## src/rtl/mmu_arb_pkg.sv

```systemverilog
// Shared encodings and the request bundle for the MMU data-port arbiter.
package mmu_arb_pkg;

    // Which requester owns the read response coming back next cycle.
    typedef enum logic [1:0] {
        OWN_NONE = 2'd0,
        OWN_CPU  = 2'd1,
        OWN_DBG  = 2'd2
    } owner_t;

    typedef enum logic {
        ST_NORMAL = 1'b0,
        ST_LOCKED = 1'b1
    } state_t;

    // 70-bit request bundle presented to the MMU data port.
    typedef struct packed {
        logic [31:0] addr;
        logic [31:0] wdata;
        logic [3:0]  be;
        logic        we;
        logic        sgn;
    } req_t;

endpackage

```

## src/rtl/mmu_dport_req_mux.sv

```systemverilog
// Selects the granted requester's bundle onto the MMU port. With no grant
// the bundle is all zero, so be/we are 0 and no write or IO access occurs.
module mmu_dport_req_mux
    import mmu_arb_pkg::*;
(
    input  logic c_sel,
    input  logic d_sel,
    input  req_t c_bus,
    input  req_t d_bus,
    output req_t m_bus
);

    // Grants are mutually exclusive; debug checked first only for clarity.
    always_comb begin
        m_bus = '0;
        if (d_sel)
            m_bus = d_bus;
        else if (c_sel)
            m_bus = c_bus;
    end

endmodule

```

## src/rtl/mmu_dport_arbiter.sv

```systemverilog
// Arbitrates the MMU data port between the CPU load/store stage and the
// debug/loader master. CPU wins by default, a starvation counter forces a
// debug slot, and a lock mode hands the port to debug for bursts.
module mmu_dport_arbiter
    import mmu_arb_pkg::*;
#(
    parameter int STARVE_MAX = 4,
    parameter int CNT_W      = 3
) (
    input  logic        clk,
    input  logic        resetb,

    input  logic        c_req,
    input  logic [31:0] c_addr,
    input  logic [31:0] c_wdata,
    input  logic [3:0]  c_be,
    input  logic        c_we,
    input  logic        c_signed,
    output logic        c_gnt,
    output logic        c_rvalid,
    output logic [31:0] c_rdata,

    input  logic        d_req,
    input  logic [31:0] d_addr,
    input  logic [31:0] d_wdata,
    input  logic [3:0]  d_be,
    input  logic        d_we,
    input  logic        d_signed,
    input  logic        d_lock,
    output logic        d_gnt,
    output logic        d_rvalid,
    output logic [31:0] d_rdata,

    output logic [31:0] m_addr,
    output logic [31:0] m_di,
    output logic [3:0]  m_be,
    output logic        m_we,
    output logic        m_signed,
    input  logic [31:0] m_do,

    output logic        locked
);

    localparam logic [CNT_W-1:0] CNT_MAX = CNT_W'(STARVE_MAX);

    state_t           state, state_nx;
    logic [CNT_W-1:0] starve_cnt;
    owner_t           owner_p;
    req_t             c_bus, d_bus, m_bus;

    // Grant selection and next state; grants are held off during reset.
    always_comb begin
        c_gnt    = 1'b0;
        d_gnt    = 1'b0;
        state_nx = state;
        if (resetb) begin
            case (state)
                ST_NORMAL: begin
                    if (d_req && starve_cnt == CNT_MAX)
                        d_gnt = 1'b1;
                    else if (c_req)
                        c_gnt = 1'b1;
                    else if (d_req)
                        d_gnt = 1'b1;
                    if (d_gnt && d_lock)
                        state_nx = ST_LOCKED;
                end
                ST_LOCKED: begin
                    d_gnt = d_req;
                    if (!d_lock)
                        state_nx = ST_NORMAL;
                end
                default: state_nx = ST_NORMAL;
            endcase
        end
    end

    // State register.
    always_ff @(posedge clk or negedge resetb) begin
        if (!resetb)
            state <= ST_NORMAL;
        else
            state <= state_nx;
    end

    // Starvation counter: counts consecutive denied debug cycles, saturating.
    always_ff @(posedge clk or negedge resetb) begin
        if (!resetb)
            starve_cnt <= '0;
        else if (state == ST_NORMAL && state_nx == ST_LOCKED)
            starve_cnt <= '0;
        else if (d_req && !d_gnt)
            starve_cnt <= (starve_cnt == CNT_MAX) ? CNT_MAX : starve_cnt + 1'b1;
        else
            starve_cnt <= '0;
    end

    // Remember who owns the read data the MMU returns next cycle.
    always_ff @(posedge clk or negedge resetb) begin
        if (!resetb)
            owner_p <= OWN_NONE;
        else if (c_gnt && !c_we)
            owner_p <= OWN_CPU;
        else if (d_gnt && !d_we)
            owner_p <= OWN_DBG;
        else
            owner_p <= OWN_NONE;
    end

    assign c_rvalid = (owner_p == OWN_CPU);
    assign d_rvalid = (owner_p == OWN_DBG);
    assign c_rdata  = c_rvalid ? m_do : 32'h0;
    assign d_rdata  = d_rvalid ? m_do : 32'h0;
    assign locked   = (state == ST_LOCKED);

    assign c_bus = '{addr: c_addr, wdata: c_wdata, be: c_be, we: c_we, sgn: c_signed};
    assign d_bus = '{addr: d_addr, wdata: d_wdata, be: d_be, we: d_we, sgn: d_signed};

    mmu_dport_req_mux u_req_mux (
        .c_sel (c_gnt),
        .d_sel (d_gnt),
        .c_bus (c_bus),
        .d_bus (d_bus),
        .m_bus (m_bus)
    );

    assign m_addr   = m_bus.addr;
    assign m_di     = m_bus.wdata;
    assign m_be     = m_bus.be;
    assign m_we     = m_bus.we;
    assign m_signed = m_bus.sgn;

endmodule

```

## config.mk

```make
export PLATFORM = sky130hd
export DESIGN_NAME = mmu_dport_arbiter
export DESIGN_NICKNAME = d
export VERILOG_FILES = /design/src/rtl/mmu_arb_pkg.sv /design/src/rtl/mmu_dport_req_mux.sv /design/src/rtl/mmu_dport_arbiter.sv
export SDC_FILE = /design/constraint.sdc
export NUM_CORES = 1
export LEC_CHECK = 0
export CAP_MARGIN = 10
export CORE_AREA = 2 2 122 124
export CTS_CLUSTER_DIAMETER = 200
export DETAILED_ROUTE_END_ITERATION = 10
export DIE_AREA = 0 0 124 126
export MAX_ROUTING_LAYER = met4
export SLEW_MARGIN = 20
export SYNTH_ARGS = -nofsm -noshare
export SYNTH_HDL_FRONTEND = slang
export SYNTH_SLANG_ARGS = --single-unit
```

## constraint.sdc

```tcl
create_clock -name clk -period 1.9 [get_ports clk]
set_input_delay 0.475 -clock clk [delete_from_list [all_inputs] [get_ports clk]]
set_output_delay 0.475 -clock clk [all_outputs]
set_load 0.05 [all_outputs]
```

== Word-level counts from Yosys, hierarchy flattened ==
Cells that the tools add are included.
Widths: inputs -> output; s select.

* Bitwise operators: 1
* Reductions and logical operators: 9
* Mux-type cells: 24
* Equality and inequality tests: 3
* Add/sub/neg operators: 1

{| class="wikitable"
|+ Operators by type and width
! cell !! count
|-
| $mux 70 || 2
|-
| $mux 32 || 2
|-
| $mux 1 || 13
|-
| $mux 3 || 3
|-
| $logic_and 1x1->1 || 6
|-
| $mux 2 || 2
|-
| $pmux 1 s2 || 2
|-
| $add 3x1->3 const B || 1
|-
| $eq 3x3->1 const B || 1
|-
| $logic_not 1->1 || 3
|-
| $eq 2x1->1 const B || 1
|-
| $eq 2x2->1 const B || 1
|-
| $not 1->1 || 1
|}

* Bits in registers: 6
* Word-level logic and storage cells: 41
* Output and inout bits: 139
* Input bits: 177

== Logic depth before layout (Yosys ltp) ==
Gate-level depths: netlist of the first run.

* Word-level depth: 11
* Mapped depth: 7
* Mapped depth without buffers: 5

== Hierarchy ==
Synthesis of the first run repeated with hierarchy kept, for this count alone.

* Cell total of the unflattened synthesis: 194
* Area total of the unflattened synthesis: 1,493.9 µm²

{| class="wikitable"
|+ By module, submodules not included
! module !! area each (µm²) !! cells each !! instances !! seq. area each (µm²)
|-
| mmu_dport_arbiter || 765.7 || 103 || 1 || 150.1
|-
| mmu_dport_req_mux || 728.2 || 91 || 1 || 0.0
|}

== Worst setup path before layout of the first run ==
No wires, ideal clock.

* Path kind: reg2out
* Start point: register state, in the netlist locked
* End point: output m_addr[24]
* Setup slack: -310 ps
* Buffers on the path: 1
* Arrival: 1,735 ps
* Cell stages (with the launch flop): 5
* Data required time: 1,425 ps
* Path through: dfrtp_1 nor2b_2 a21oi_1 buf_2 a22o_1

* Longest elaborated chain between the ends: 4
* Elaborated cells on any way between the ends: 7
* Classes of those cells: mux: 6; bitwise: 1

{| class="wikitable"
|+ RTL lines
! element !! RTL line !! RTL
|-
| start, declared || mmu_dport_arbiter.sv:46 || <nowiki>state_t state, state_nx;</nowiki>
|-
| start signal, assigned || mmu_dport_arbiter.sv:83 || <nowiki>state <= state_nx;</nowiki>
|-
| $not 1->1 || - ||
|-
| $pmux 1 s2 (*) || mmu_dport_arbiter.sv:57 || <nowiki>case (state)</nowiki>
|-
| $mux 1 (*) || mmu_dport_arbiter.sv:56 || <nowiki>if (resetb) begin</nowiki>
|-
| net d_gnt || mmu_dport_arbiter.sv:30 || <nowiki>output logic d_gnt,</nowiki>
|-
| $mux 70 (*) || mmu_dport_req_mux.sv:16 || <nowiki>if (d_sel)</nowiki>
|-
| end, declared || mmu_dport_arbiter.sv:34 || <nowiki>output logic [31:0] m_addr,</nowiki>
|}

The timed path passes the listed nets; every way through them passes the cells marked *.

== Worst setup path in the final report of the first run ==
* Start point: register starve_cnt[0]
* End point: output m_addr[4]

* Longest elaborated chain between the ends: 8
* Elaborated cells on any way between the ends: 12
* Classes of those cells: eq/ne: 1; mux: 10; reduce/logical: 1

{| class="wikitable"
|+ RTL lines
! element !! RTL line !! RTL
|-
| start, declared || mmu_dport_arbiter.sv:47 || <nowiki>logic [CNT_W-1:0] starve_cnt;</nowiki>
|-
| start signal, assigned || mmu_dport_arbiter.sv:93 || <nowiki>starve_cnt <= (starve_cnt == CNT_MAX) ? CNT_MAX : starve_cnt + 1'b1;</nowiki>
|-
| $eq 3x3->1 (*) || mmu_dport_arbiter.sv:59 || <nowiki>if (d_req && starve_cnt == CNT_MAX)</nowiki>
|-
| $logic_and 1x1->1 (*) || mmu_dport_arbiter.sv:59 ||
|-
| $mux 1 || mmu_dport_arbiter.sv:59 ||
|-
| $mux 1 || mmu_dport_arbiter.sv:57 ||
|-
| $mux 1 || mmu_dport_arbiter.sv:56 ||
|-
| $pmux 1 s2 || mmu_dport_arbiter.sv:57 ||
|-
| $mux 1 || mmu_dport_arbiter.sv:56 ||
|-
| $mux 70 (*) || mmu_dport_req_mux.sv:16 ||
|}

Mark *: on every way between the ends. The rest lies on a longest branch, timed or not. The select of a mux whose other input is x is not followed.

==> results.toml, run 1 <==
[logic_synthesis]
synth_top_family_by_area = "compound AO/OA/AOI/OAI gates"
ys_warn_count = 0
synthMostInstantiatedCell = "a22o_1"
synth.distinct_cells = 19
yosys.area_share.simple_pct = 32.3
ys_top_cells_by_count = "70 x a22o_1, 65 x and2_1, 8 x buf_6"
ys_ff_latch = 6
synth_compound_area_share_pct = 43.7
synth_xor_area_share_pct = 0
synth_nets = 366
synth_async_sr_flop_share_pct = 100
netlist_instances = 187
synthMuxAreaShare_pct = 0
syn_area_um2 = 1480
synth_area_leaders = "a22o_1 41%, and2_1 27%, dfrtp_1 10%, buf_6 6.1%, buf_4 3.0%"
synthFlopType = "dfrtp_1"
synth_top_area_share_pct = 41.5
synth_edf_count = 0
postSynthAreaPerCell_um2 = 7.91
yosysSeqAreaShare_pct = 10.2
synth_fa_ha_area_share_pct = 1.69
yosys.area.top_type = "a22o_1"

[timing]
clock_skew_ns = 0.00231
worst_pin_slew_ns = 0.344
fmax_ghz = 0.424
setup_viol = 72
slew_violations = 0
max_slew_margin_pct = 76.5
fin_crit_sh_pct = 124
finalCriticalPeriod_ns = 2.36
rsz0062_at_grt = "true"
setup_ws_ns = -0.461
hold_viol = 0

[global_route]
busiest_layer = "met2"
grt_pass1_vias = 3129
grt_remaining_overflow = 0
grt_max_degree = 34
grt_use_met3_pct = 3.49
grt_use_met2_pct = 30.1
antenna_found_initial = 0
met1_usage_pct = 17.7
grt.total_usage_pct = 16.1
grt_pass1_wl_um = 18600

[clock_network]
clock-sinks = 6
clk_latency_ns = 0.23
clock_tree.root_cell = "clkbuf_16"
clk_pin_slew_worst_paths_ns = 0.04
cts_buffers = 3
cts_tree = "yes"
htreeDepth = 1
postCtsHoldBufs = 0
clockBufferDepth = 2

[route]
routedWlPerCell_um = 18.5
antenna_left = 0
wirelength_um = 12800
via_per_inst = 4.12
vias = 2860
drcViolationCount = 0
drtIter0Drc = 52
drt_first_pass_iters = 4

[setup_path]
crit_arrival_ns = 1.89
max_stage_delay_ns = 0.39
cp.required_ns = 1.42
cp_top_family = "compound AO/OA/AOI/OAI gates"
cp-end-kind = "output port"
crit_slowest_cell = "dfrtp_1"
crit_path_start_kind = "flop"
critPathBufInv = 3
crit_type = "flop to output port"
cpMostUsedCell = "buf_12"
cp_max_fo = 29
path_cells = "inv_2 > ha_4 > nand2_4 > o211a_4 > buf_12 > a22o_2 > buf_12"

[pwr]
powerDensity_nw_per_um2 = 369
peakVddDrop_v = 0.000178
power_w = 0.00264
p_leak_nw = 3.01

[placement]
place_ws_ns = -0.600
port-buffer-count = 315
dp_hpwl_um = 10100
gp_congestion = 0.806

[floorplanning]
initial_core_util_pct = 10.3
dieArea_um2 = 15600
io_pins = 316
die-width_um = 124
rows = 44
fp.dieH_um = 126
core-area_um2 = 14300

[job]
cap_violations = 0

[status]
violations = "setup timing"
run_status = "complete, but fails checks"

[final_layout]
n_antenna_cell = 0
fin_nets = 690
area_growth_pct = 383
regArea_um2 = 151
fill_cells = 1229
drive_gt1_share_pct = 48.6
multi_input_area_um2 = 1730

[worst_hold_path]
hold_path_class = "primary input to asynchronous set/reset pin"
==> state kept, by name, summed over array words and instances (netlist names) <==
signal      count
starve_cnt      3
owner_p         2
locked          1
==> cell usage in the layout (no fill, tap or decap), types with 2 or more instances in the layout <==
master,count
nor3_1,3
a22o_4,60
buf_12,145
and2_1,65
dlygate4sd2_1,2
inv_2,3
clkdlybuf4s50_1,173
clkbuf_16,3
buf_16,5
a22o_2,10
dfrtp_1,5
nor2_1,2
nand2_1,2
nor2b_1,4
buf_4,9
buf_6,6
==> cells by family after synthesis <==
logic type,Yosys count
buffers and inverters,25
DFF,6
adders and majority gates,2
and+or+nand+nor,79
AOI/OAI and AO/OA,75
==> power breakdown <==
group          internal, W  switching, W
clock network     0.000279     0.0000796
registers         0.000138    0.00000757
logic              0.00116      0.000970
==> routing by layer <==
| metal | up-vias | routed length, um |
|---|---|---|
| met3 | 9 | 1400 |
| met5 | - | 0 |
| met2 | 193 | 6750 |
| met1 | 1317 | 4550 |
| li1 | 1341 | - |
| met4 | 0 | 112 |
==> metrics by stage <==
step	setup TNS, ns	utilization (%)	hold WS [ns]	cells	cell area (um^2)
after CTS	-32.53	50.7	0.377	699	7250
after floorplan	-4.20	-	0.179	187	1730
after global placement	-38.28	45.3	0.468	676	6480
after detailed placement	-40.10	45.3	0.477	676	6480
final	-29.38	49.9	0.375	694	7140
after global routing	-32.77	49.9	0.397	694	7140
==> worst paths after layout <==
| check | to | startpoint | slack (ns) | cells after the start |
|---|---|---|---|---|
| max in group asynchronous | locked | resetb | 1.39 | 2 |
| min in group clk | starve_cnt[0] | starve_cnt[0] | 0.50 | 1 |
| hold / removal | starve_cnt[1] | resetb | 0.37 | 2 |
| setup / recovery | m_addr[4] | starve_cnt[0] | -0.46 | 7 |
| setup reg to reg | starve_cnt[0] | starve_cnt[0] | 0.36 | 7 |
| hold reg to reg | starve_cnt[0] | starve_cnt[0] | 0.50 | 1 |
==> area by class of cell <==
| cell class | instances | share of cell area [%] |
|---|---|---|
| flip-flops and latches | 6 | 2.12 |
| well taps | 184 | 3.22 |
| multi-input cells | 156 | 24.3 |
| repair buffers | 341 | 69.1 |
| inverters | 3 | 0.158 |
| clock buffers | 4 | 1.10 |
==> worst register-to-register path, stage by stage (launching register included) <==
cell and delay [ns]:
dfrtp_1 0.37, inv_2 0.06, ha_4 0.17, nand2_4 0.09, a21oi_4 0.06, buf_12 0.14
buf_16 0.15, a2111oi_0 0.35
==> repair_timing <==
item	4_1_cts	5_1_grt
setup buffers	12	2
hold endpoints to repair	0	0
cloned	8	0
gates resized for setup	59	8
pin swaps	11	22
setup endpoints to repair	72	104
Power figures use the tool's default switching activity.
==> run 2, diff against run 1 <==
--- a/config.mk
+++ b/config.mk
@@ -6,10 +6,10 @@
 export NUM_CORES = 1
 export LEC_CHECK = 0
 export CAP_MARGIN = 10
-export CORE_AREA = 2 2 122 124
+export CORE_AREA = 2 2 123 125
 export CTS_CLUSTER_DIAMETER = 200
 export DETAILED_ROUTE_END_ITERATION = 10
-export DIE_AREA = 0 0 124 126
+export DIE_AREA = 0 0 125 127
 export MAX_ROUTING_LAYER = met4
 export SLEW_MARGIN = 20
 export SYNTH_ARGS = -nofsm -noshare
==> constraint.sdc (replaced) <==
create_clock -name clk -period 3 [get_ports clk]
set_input_delay 0.75 -clock clk [delete_from_list [all_inputs] [get_ports clk]]
set_output_delay 0.75 -clock clk [all_outputs]
set_load 0.05 [all_outputs]
==> run 2 against run 1 <==
The run now ends clean. Combinational power fell by 43%. Via count is 2.8% lower. Non-clock buffer count fell by 11. Power fell by 42%. Sequential power shrank 37%. Routed wire length fell by 6.8%. Register-to-register slack better by 0.67 ns. Critical path depth decreased by 1.
==> results.toml, run 2 (synthesis results as in run 1) <==
[final_layout]
area_growth_pct = 334
final_common_cell = "clkdlybuf4s50_1"
final_cell_mix = "174 x clkdlybuf4s50_1, 142 x buf_12, 66 x a22o_1"
largest_reg_flops = 3
fin_util_pct = 44.4
instances_no_fill = 682
final_area_um2 = 6410
fin_nets = 679
regMostFlops = "starve_cnt"
n_antenna_cell = 0
drive_gt1_share_pct = 33.1

[setup_path]
r2r_setup_slack_ns = 1.03
cp-end-kind = "output port"
rr_endpoint = "starve_cnt[0]"
reg2reg_from = "starve_cnt[0]"
crit_type = "primary input to output port"
cp_max_fo = 29
cp.required_ns = 2.25
reg2reg_depth = 8
crit_arrival_ns = 2.09
crit_path_start_kind = "primary input"

[global_route]
grt_max_degree = 34
antenna_found_initial = 0
grt_pass1_wl_um = 17300
grt_remaining_overflow = 0
grt_pass1_vias = 2962
grt.total_usage_pct = 14.2

[floorplanning]
fp.dieH_um = 127
rows = 44
initial_core_util_pct = 10.3
io_pins = 316
dieArea_um2 = 15900
core-area_um2 = 14400
die-width_um = 125

[route]
routedWlPerCell_um = 17.5
antenna_left = 0
drcViolationCount = 0
vias = 2781
drtIter0Drc = 103
drt_first_pass_iters = 4
wirelength_um = 11900
via_per_inst = 4.08

[timing]
setup_ws_ns = 0.159
rsz0062_at_grt = "false"
finalCriticalPeriod_ns = 2.84
worst_pin_slew_ns = 0.486
hold_viol = 0
fmax_ghz = 0.352
slew_violations = 0
fin_crit_sh_pct = 94.7
setup_viol = 0
clock_skew_ns = 0.00256
max_slew_margin_pct = 67.5

[worst_hold_path]
hold_start = "starve_cnt[0]"
min_to = "starve_cnt[0]"
hold_path_class = "flop to flop"
whs_path_depth = 1

[placement]
gp_congestion = 0.830
dp_hpwl_um = 10000
placed_cell_area_um2 = 6210
place_ws_ns = -0.181
dp.cells = 676
port-buffer-count = 315

[clock_network]
postCtsHoldBufs = 0
htreeDepth = 1
clk_latency_ns = 0.23
clock-sinks = 6
clockBufferDepth = 2
cts_buffers = 3
cts_tree = "yes"
clock_tree.root_cell = "clkbuf_16"
clk_pin_slew_worst_paths_ns = 0.03

[status]
run_status = "completed"

[pwr]
powerDensity_nw_per_um2 = 237
peakVddDrop_v = 0.000163
p_leak_nw = 2.61

[job]
cap_violations = 0
run 2: cell types whose count changed in the layout (fill, tap and decap cells not counted), sizes merged:
cell / change
clkbuf: -1
clkdlybuf4s50: +1
buf: -12
dlygate4sd2: +1
clkdlybuf4s15: -1
run 2: stage by stage:
step,setup TNS (ns),total power (W),hold WS [ns]
floorplan,0,0.000577,0.443
global placement,-6.19,0.00127,0.461
detailed placement,-7.95,0.00128,0.508
CTS,0,0.00154,0.512
global route,0,0.00158,0.549
finish,0,0.00152,0.501
run 2: final cells by class:
type                       count  area, um^2
timing repair buffer         330        4730
clock buffer                   3        75.1
inverter                       3        11.3
multi-input combinational    156        1210
fill                        1317        8010
tap                          184         230
sequential                     6         150
run 2: timing repair:
action / in CTS / in global routing
gates resized for setup: 12 / 0
hold endpoints to repair: 0 / 0
setup buffers: 1 / 0
setup endpoints to repair: 72 / 0
run 2: how the worst max path moves through the flow:
| stage | from | end | slack [ns] | depth (start not counted) |
|---|---|---|---|---|
| floorplan | c_req | m_addr[24] | 0.35 | 4 |
| global placement | c_req | m_addr[31] | -0.15 | 6 |
| detailed placement | c_req | m_addr[31] | -0.18 | 6 |
| CTS | d_req | m_addr[26] | 0.16 | 6 |
| global route | d_req | m_addr[30] | 0.08 | 7 |
| finish | d_req | m_addr[31] | 0.16 | 6 |
run 2: worst max-delay path, stage by stage:
cell and delay (ns):
dlygate4sd2_1 0.30, inv_2 0.07, o211a_4 0.30, buf_12 0.17, a22o_1 0.30, buf_12 0.17
run 2: power by group:
part           total (W)  internal [W]  switching [W]
clock           0.000220      0.000171      0.0000485
sequential     0.0000919     0.0000871     0.00000484
combinational    0.00121      0.000642       0.000568
run 2: layer usage:
| metal | track usage, % | routed length, um |
|---|---|---|
| met2 | 26.5 | 6380 |
| met4 | 3.14 | 195 |
| met1 | 16.6 | 4610 |
| met5 | - | 0 |
| met3 | 1.34 | 757 |
==> run 3, diff against run 2 <==
--- a/config.mk
+++ b/config.mk
@@ -7,9 +7,11 @@
 export LEC_CHECK = 0
 export CAP_MARGIN = 10
 export CORE_AREA = 2 2 123 125
+export CTS_BUF_LIST = sky130_fd_sc_hd__clkbuf_16
 export CTS_CLUSTER_DIAMETER = 200
 export DETAILED_ROUTE_END_ITERATION = 10
 export DIE_AREA = 0 0 125 127
+export HOLD_SLACK_MARGIN = 0.02
 export MAX_ROUTING_LAYER = met4
 export SLEW_MARGIN = 20
 export SYNTH_ARGS = -nofsm -noshare
==> constraint.sdc (replaced) <==
create_clock -name clk -period 3.45 [get_ports clk]
set_input_delay 0.8625 -clock clk [delete_from_list [all_inputs] [get_ports clk]]
set_output_delay 0.8625 -clock clk [all_outputs]
set_load 0.05 [all_outputs]
==> run 3 against run 2 <==
First-iteration DRC count is 41% lower. Die area is the same. Clock power shrank 14%. Largest power group unchanged. Via count fell by 3.4%. Critical endpoint is now m_di[9]. Worst setup slack got worse by 0.085 ns. Worst hold slack got worse by 0.016 ns. Sequential power down 14%. Global-route usage shrank 2.0 points. Power is 19% lower. Sequential share of layout area up 0.43 points.
==> results.toml, run 3 (synthesis results as in run 1) <==
[status]
run_status = "completed"

[clock_network]
clock_tree.root_cell = "clkbuf_16"
cts_tree = "yes"
clock-sinks = 6
cts-resized-gates = 0
cts_buffers = 3
cts_setup_buffers = 0
clk_pin_slew_worst_paths_ns = 0.03
htreeDepth = 1
clk_latency_ns = 0.23
postCtsHoldBufs = 0
clockBufferDepth = 2

[global_route]
grt_remaining_overflow = 0
antenna_found_initial = 0
grt_max_degree = 74
grt_pass1_vias = 2762
grt_pass1_wl_um = 15200
grt.total_usage_pct = 12.3

[setup_path]
cp.required_ns = 2.59
path_cells = "clkdlybuf4s50_1 > nor2b_2 > o211a_2 > buf_12 > a22o_1 > buf_12"
max_stage_delay_ns = 0.44
crit_type = "primary input to output port"
cp-end-kind = "output port"
crit_slowest_cell = "clkdlybuf4s50_1"
critPathBufInv = 3
cp_top_family = "buffers and inverters"
cpMostUsedCell = "buf_12"
crit_path_start_kind = "primary input"
cp_max_fo = 58
crit_arrival_ns = 2.51

[final_layout]
largest_reg_flops = 3
n_antenna_cell = 0
regArea_um2 = 150
final_common_cell = "clkdlybuf4s50_1"
regMostFlops = "starve_cnt"
final_cell_mix = "177 x clkdlybuf4s50_1, 74 x buf_12, 70 x buf_4"
drive_gt1_share_pct = 31.1
multi_input_area_um2 = 1170
fin_nets = 670
area_growth_pct = 266
instances_no_fill = 673
fill_cells = 1470
final_area_um2 = 5420

[pwr]
powerDensity_nw_per_um2 = 227
p_leak_nw = 2.33
peakVddDrop_v = 0.000108

[timing]
fmax_ghz = 0.296
slew_violations = 0
holdWs_ns = 0.485
rsz0062_at_grt = "true"
worst_pin_slew_ns = 0.489
setup_ws_ns = 0.0739
clock_skew_ns = 0.00428
setup_viol = 0
fin_crit_sh_pct = 97.9
hold_viol = 0
max_slew_margin_pct = 67.3
finalCriticalPeriod_ns = 3.38

[job]
cap_violations = 0

[placement]
place_ws_ns = 0.0647
gp_congestion = 0.851
placed_cell_area_um2 = 5330
port-buffer-count = 315
dp.cells = 670
dp_hpwl_um = 9360

[route]
drcViolationCount = 0
via_per_inst = 3.99
drtIter0Drc = 61
antenna_left = 0
routedWlPerCell_um = 15.7
drt_first_pass_iters = 4
wirelength_um = 10600
vias = 2686

[floorplanning]
fp.dieH_um = 127
rows = 44
initial_core_util_pct = 10.3
core-area_um2 = 14400
die-width_um = 125
dieArea_um2 = 15900
io_pins = 316

[worst_hold_path]
hold_path_class = "flop to flop"
run 3: cell count changes in the layout (fill, tap and decap cells not counted), moves of 2 or more:
| cell | previous run | this run |
|---|---|---|
| a22o_1 | 66 | 69 |
| a22o_4 | 4 | 1 |
| buf_12 | 142 | 74 |
| buf_16 | 2 | 0 |
| buf_4 | 9 | 70 |
| clkdlybuf4s50_1 | 174 | 177 |
| dlygate4sd2_1 | 3 | 0 |
run 3: stage by stage:
stage,total power [W],TNS (ns),utilization (%)
final,0.00123,0,37.5
after global routing,0.00127,-0.0736,37.5
after CTS,0.00124,0,37.5
after detailed placement,0.00105,0,37.0
after global placement,0.00104,0,37.0
after floorplan,0.000502,0,-
run 3: worst paths after layout:
check | slack (ns) | endpoint | cells past startpoint | start
hold / removal | 0.48 | starve_cnt[0] | 1 | starve_cnt[0]
setup / recovery | 0.07 | m_di[9] | 6 | c_req
max in group asynchronous | 2.28 | starve_cnt[1] | 2 | resetb
setup reg to reg | 1.87 | starve_cnt[0] | 6 | starve_cnt[0]
hold reg to reg | 0.48 | starve_cnt[0] | 1 | starve_cnt[0]
min in group asynchronous | 0.84 | locked | 1 | resetb
run 3: cell type report:
class | count | share of cell area [%]
Sequential cell | 6 | 2.77
Tap cell | 184 | 4.25
Clock buffer | 3 | 1.39
Inverter | 3 | 0.208
Multi-Input combinational cell | 156 | 21.6
Timing Repair Buffer | 321 | 69.8
run 3: metal layers:
metal	vias up	routed length (um)	global-route usage, %
li1	1296	-	-
met1	1190	3700	13.1
met2	188	5750	23.9
met3	12	965	2.05
met4	0	142	2.29
met5	-	0	-
run 3: report_power, final:
part           total [W]  switching [W]  internal, W
Combinational   0.000961       0.000468     0.000493
Clock           0.000189      0.0000402     0.000149
Sequential     0.0000793     0.00000360    0.0000757
Total            0.00123       0.000512     0.000717
==> patch 1: new RTL, settings of run 1 <==
Encoding of `owner_t`: now one-hot (3 bits for 3 values).
--- a/src/rtl/mmu_arb_pkg.sv
+++ b/src/rtl/mmu_arb_pkg.sv
@@ -3,8 +3,8 @@
 
     // Which requester owns the read response coming back next cycle.
-    typedef enum logic [1:0] {
-        OWN_NONE = 2'd0,
-        OWN_CPU  = 2'd1,
-        OWN_DBG  = 2'd2
+    typedef enum logic [2:0] {
+        OWN_NONE = 3'b001,
+        OWN_CPU  = 3'b010,
+        OWN_DBG  = 3'b100
     } owner_t;
 
Check against the original RTL: same outputs for any inputs over 10 cycles, from zero or initial values and one cycle with resetb low; not proved beyond that.
==> patch 1 against run 1 <==
- the flow still finishes with violations (setup timing)
- synthesized cell count rose by 1.6%
- setup slack better by 0.057 ns
- sequential cell count grew 1
- clock skew fell by 0.00085 ns
- die area stayed put
- routed wire length is 3.5% higher
- area after synthesis increased by 2.5%
- power decreased by 4.4%
- via count grew 5.3%
- final area rose by 11%
- highest routed layer unchanged
==> patch 1: results <==
export IMPL_status="complete, but fails checks"
export IMPL_failed_checks="setup timing"
export IMPL_grt_usage=0.161
export IMPL_dpl_hpwl_um=10000
export IMPL_worstPathArrival_ns=1.83
export IMPL_dr_wl_met3_um=1300
export IMPL_grt_start_max_net_pins=18
export IMPL_synth_cell_type_count=21
export IMPL_power_internal_mw=1.58
export IMPL_grt_pass1_wl_um=18600
export IMPL_avgViaCountPerCell=4.16
export IMPL_antenna_found_initial=0
export IMPL_synth_flop_cell="dfrtp_1"
export IMPL_grt_pass1_vias=3426
export IMPL_cp_max_fo=6
export IMPL_finalSetupViolCount=121
export IMPL_initialDrtViolationCount=36
export IMPL_ys_warn_count=0
export IMPL_final_cells=724
export IMPL_drtPass1Iterations=4
export IMPL_cts_buffer_depth=2
export IMPL_slew_headroom=0.719
export IMPL_max_stage_delay_ns=0.38
export IMPL_wl_met1_um=4070
export IMPL_yosysSeqAreaShare=0.116
export IMPL_drive_gt1_frac=0.630
export IMPL_setup_slack_ns=-0.404
export IMPL_slowest_stage="dfrtp_1"
export IMPL_dp_cells=686
export IMPL_p_seq_frac=0.068
export IMPL_numCtsBuffers=3
export IMPL_met2WireLength_um=7730
export IMPL_async_flop_share=1.00
export IMPL_dpl_cell_area_mm2=0.00698
export IMPL_hold_class="input port to asynchronous set/reset pin"
export IMPL_port_buffer_count=315
export IMPL_root_buffer="clkbuf_16"
export IMPL_avgSynthCellArea_um2=7.98
export IMPL_nNetsFinal=720
export IMPL_pg_clk_mw=0.352
export IMPL_skew_ns=0.00146
export IMPL_drt_wl_total_um=13300
export IMPL_place_gp_congestion=0.817
export IMPL_ir_drop_v=0.000188
export IMPL_synth_common_cells="a22o_1, and2_1, buf_6"
export IMPL_fill_cells=1161
export IMPL_p_leak_nw=3.40
export IMPL_highest_layer="met4"
export IMPL_synth_nets=369
export IMPL_yosys_top_cells_area="a22o_1, and2_1, dfrtp_1"
## patch 1: cell types whose count changed in the layout (fill, tap and decap cells not counted), moves of 8 or more
cell,delta
a22o_2,-10
a22o_4,+10
and2_1,-63
and2_4,+64
buf_6,+9
clkbuf_16,+8
## patch 1: layout make-up
class                           count  area share
Tap cell                          184      0.0291
Sequential cell                     7      0.0225
Multi-Input combinational cell    155       0.252
Timing Repair Buffer              368       0.683
Clock buffer                        4     0.00998
Inverter                            6     0.00285
## patch 1: worst reg2reg max path, stage by stage (launching register included)
cell and delay, ns:
dfrtp_1 0.35, inv_2 0.06, ha_4 0.17, nand2_4 0.06
buf_4 0.13, a21oi_4 0.07, buf_12 0.16, clkbuf_16 0.15
buf_4 0.13, buf_4 0.14, a2111oi_0 0.40
## patch 1: through the flow
step / setup WS [ns] / total power [mW] / utilization / TNS, ns / hold WS (ns)
6_report: -0.404 / 2.52 / 0.552 / -30.05 / 0.334
5_1_grt: -0.471 / 2.62 / 0.552 / -38.65 / 0.382
4_1_cts: -0.441 / 2.52 / 0.533 / -36.53 / 0.353
3_5_place_dp: -0.600 / 2.01 / 0.488 / -40.31 / 0.559
3_3_place_gp: -0.582 / 1.99 / 0.488 / -39.67 / 0.532
2_1_floorplan: -0.0627 / 0.977 / - / -3.26 / 0.179
## patch 1: per-layer routing
metal,GRT usage,up-vias
met5,-,-
met4,0.0311,0
met3,0.0408,10
met2,0.328,188
met1,0.146,1404
li1,-,1409
## patch 1: worst paths after layout
| check | startpoint | slack [ns] | depth (start not counted) | end |
|---|---|---|---|---|
| hold reg to reg | starve_cnt[0]$_DFF_PN0_ | 0.58 | 2 | starve_cnt[0]$_DFF_PN0_ |
| max in group asynchronous | resetb | 1.35 | 2 | owner_p[0]$_DFF_PN1_ |
| hold / removal | resetb | 0.33 | 2 | locked$_DFF_PN0_ |
| setup / recovery | starve_cnt[0]$_DFF_PN0_ | -0.40 | 8 | m_di[20] |
| min in group clk | starve_cnt[0]$_DFF_PN0_ | 0.58 | 2 | starve_cnt[0]$_DFF_PN0_ |
| setup reg to reg | starve_cnt[0]$_DFF_PN0_ | -0.05 | 10 | starve_cnt[0]$_DFF_PN0_ |
## patch 1: kinds of logic (layout without fill, tap and decap cells)
kind of cell / Yosys count / count (layout) / share of synthesized area
AOI/OAI and AO/OA: 77 / 77 / 0.437
adders and majority gates: 2 / 2 / 0.0165
buffers and inverters: 28 / 378 / 0.124
DFF: 7 / 7 / 0.116
and+or+nand+nor: 76 / 76 / 0.306
## patch 1: repair_timing
item / 4_1_cts / 5_1_grt
pin swaps: 10 / 37
gates resized for setup: 63 / 51
endpoints found under the setup margin: 78 / 138
buffers inserted: 11 / 8
cloned: 11 / 9
==> patch 2: new RTL, settings of run 1 <==
Without the edit above. Change the parameter `CNT_W` from 3 to 5.
--- a/src/rtl/mmu_dport_arbiter.sv
+++ b/src/rtl/mmu_dport_arbiter.sv
@@ -6,5 +6,5 @@
 #(
     parameter int STARVE_MAX = 4,
-    parameter int CNT_W      = 3
+    parameter int CNT_W      = 5
 ) (
     input  logic        clk,
Function: no difference found for any inputs over 10 cycles, from zero or initial values and one cycle with resetb low; that may be too few to reach the edited logic, so the function may still have changed.
==> patch 2 against run 1 <==
- the run still ends with setup timing left
- non-clock buffer count rose by 31
- synthesized cell count rose by 140%
- power rose by 22%
- area after synthesis rose by 100%
- setup slack improved by 0.075 ns
- final area rose by 26%
- global-route usage rose by 9.4 points
- sequential cell count rose by 2
- routed wire length rose by 60%
- combinational power rose by 25%
- critical endpoint is now m_di[5]
- largest power group unchanged
- highest routed layer unchanged
==> patch 2: results <==
export IMPL_status="complete, but fails checks"
export IMPL_failed_checks="setup timing"
export IMPL_drtPass1Iterations=5
export IMPL_largest_register_ffs=5
export IMPL_finalSetupViolCount=72
export IMPL_yosys_top_cells_area="nand3_1, a32oi_1, nand4_1"
export IMPL_avgViaCountPerCell=5.72
export IMPL_synth_nets=635
export IMPL_worstRegToRegCells=8
export IMPL_nNetsFinal=942
export IMPL_slew_headroom=0.762
export IMPL_grt_pass1_wl_um=30700
export IMPL_reg2reg_slack_ns=0.06
export IMPL_cts_sinks=8
export IMPL_dpl_cell_area_mm2=0.00820
export IMPL_ir_drop_v=0.000205
export IMPL_dp_cells=922
export IMPL_synth_common_cells="nand3_1, a32oi_1, nand4_1"
export IMPL_clkCellAreaFrac=0.00875
export IMPL_crit_start="starve_cnt[1]$_DFF_PN0_"
export IMPL_grt_pass1_vias=5500
export IMPL_multiInputGateArea_mm2=0.00306
export IMPL_nonClkBufAreaFrac=0.602
export IMPL_critPathCapture="m_di[5]"
export IMPL_syn_instance_count=456
export IMPL_pg_seq_mw=0.185
export IMPL_skew_ns=0.00375
export IMPL_r2r_end="starve_cnt[2]$_DFF_PN0_"
export IMPL_power_internal_mw=1.76
export IMPL_yosysSeqAreaShare=0.0678
export IMPL_drive_gt1_frac=0.433
export IMPL_place_gp_congestion=0.843
export IMPL_synth_cell_type_count=26
export IMPL_hold_worst_slack_ns=0.207
export IMPL_n_all_inverters=4
export IMPL_comb_power_mw=2.66
export IMPL_initialDrtViolationCount=469
export IMPL_setup_slack_ns=-0.386
export IMPL_reg2reg_from="starve_cnt[1]$_DFF_PN0_"
export IMPL_place_worst_setup_slack_ns=-0.571
export IMPL_max_stage_delay_ns=0.37
export IMPL_crit_family="simple AND/OR/NAND/NOR gates"
export IMPL_p_sw_frac=0.452
export IMPL_grt_start_max_net_pins=58
export IMPL_grt_usage=0.255
export IMPL_seq_area_frac=0.0224
export IMPL_worstPathArrival_ns=1.81
export IMPL_cp_max_fo=12
## patch 2: cell types whose count changed in the layout (fill, tap and decap cells not counted), moves of 4 or more
cell,delta
a32oi_1,+48
a22o_4,-60
buf_4,+14
a22o_2,-10
buf_12,+14
nand3_1,+50
nand4_1,+70
inv_1,+4
a32oi_2,+22
nand3_2,+91
## patch 2: kinds of logic after synthesis
| group | after synthesis | synth area share |
|---|---|---|
| flops | 8 | 0.0678 |
| compound gates | 75 | 0.222 |
| xor+xnor | 3 | 0.00890 |
| buf+inv | 74 | 0.131 |
| simple gates | 294 | 0.561 |
| fa+ha+maj | 2 | 0.00847 |
## patch 2: layer usage
layer,vias to the layer above,track usage,part of all wire
met5,-,-,0
met4,0,0.0720,0.025
met3,43,0.0258,0.073
met2,289,0.448,0.52
met1,2638,0.305,0.38
li1,2438,-,-
## patch 2: timing repair
item / 4_1_cts / 5_1_grt
cloned: 8 / 3
setup endpoints to repair: 73 / 104
setup buffers: 8 / 2
pin swaps: 23 / 18
gates resized for setup: 52 / 21
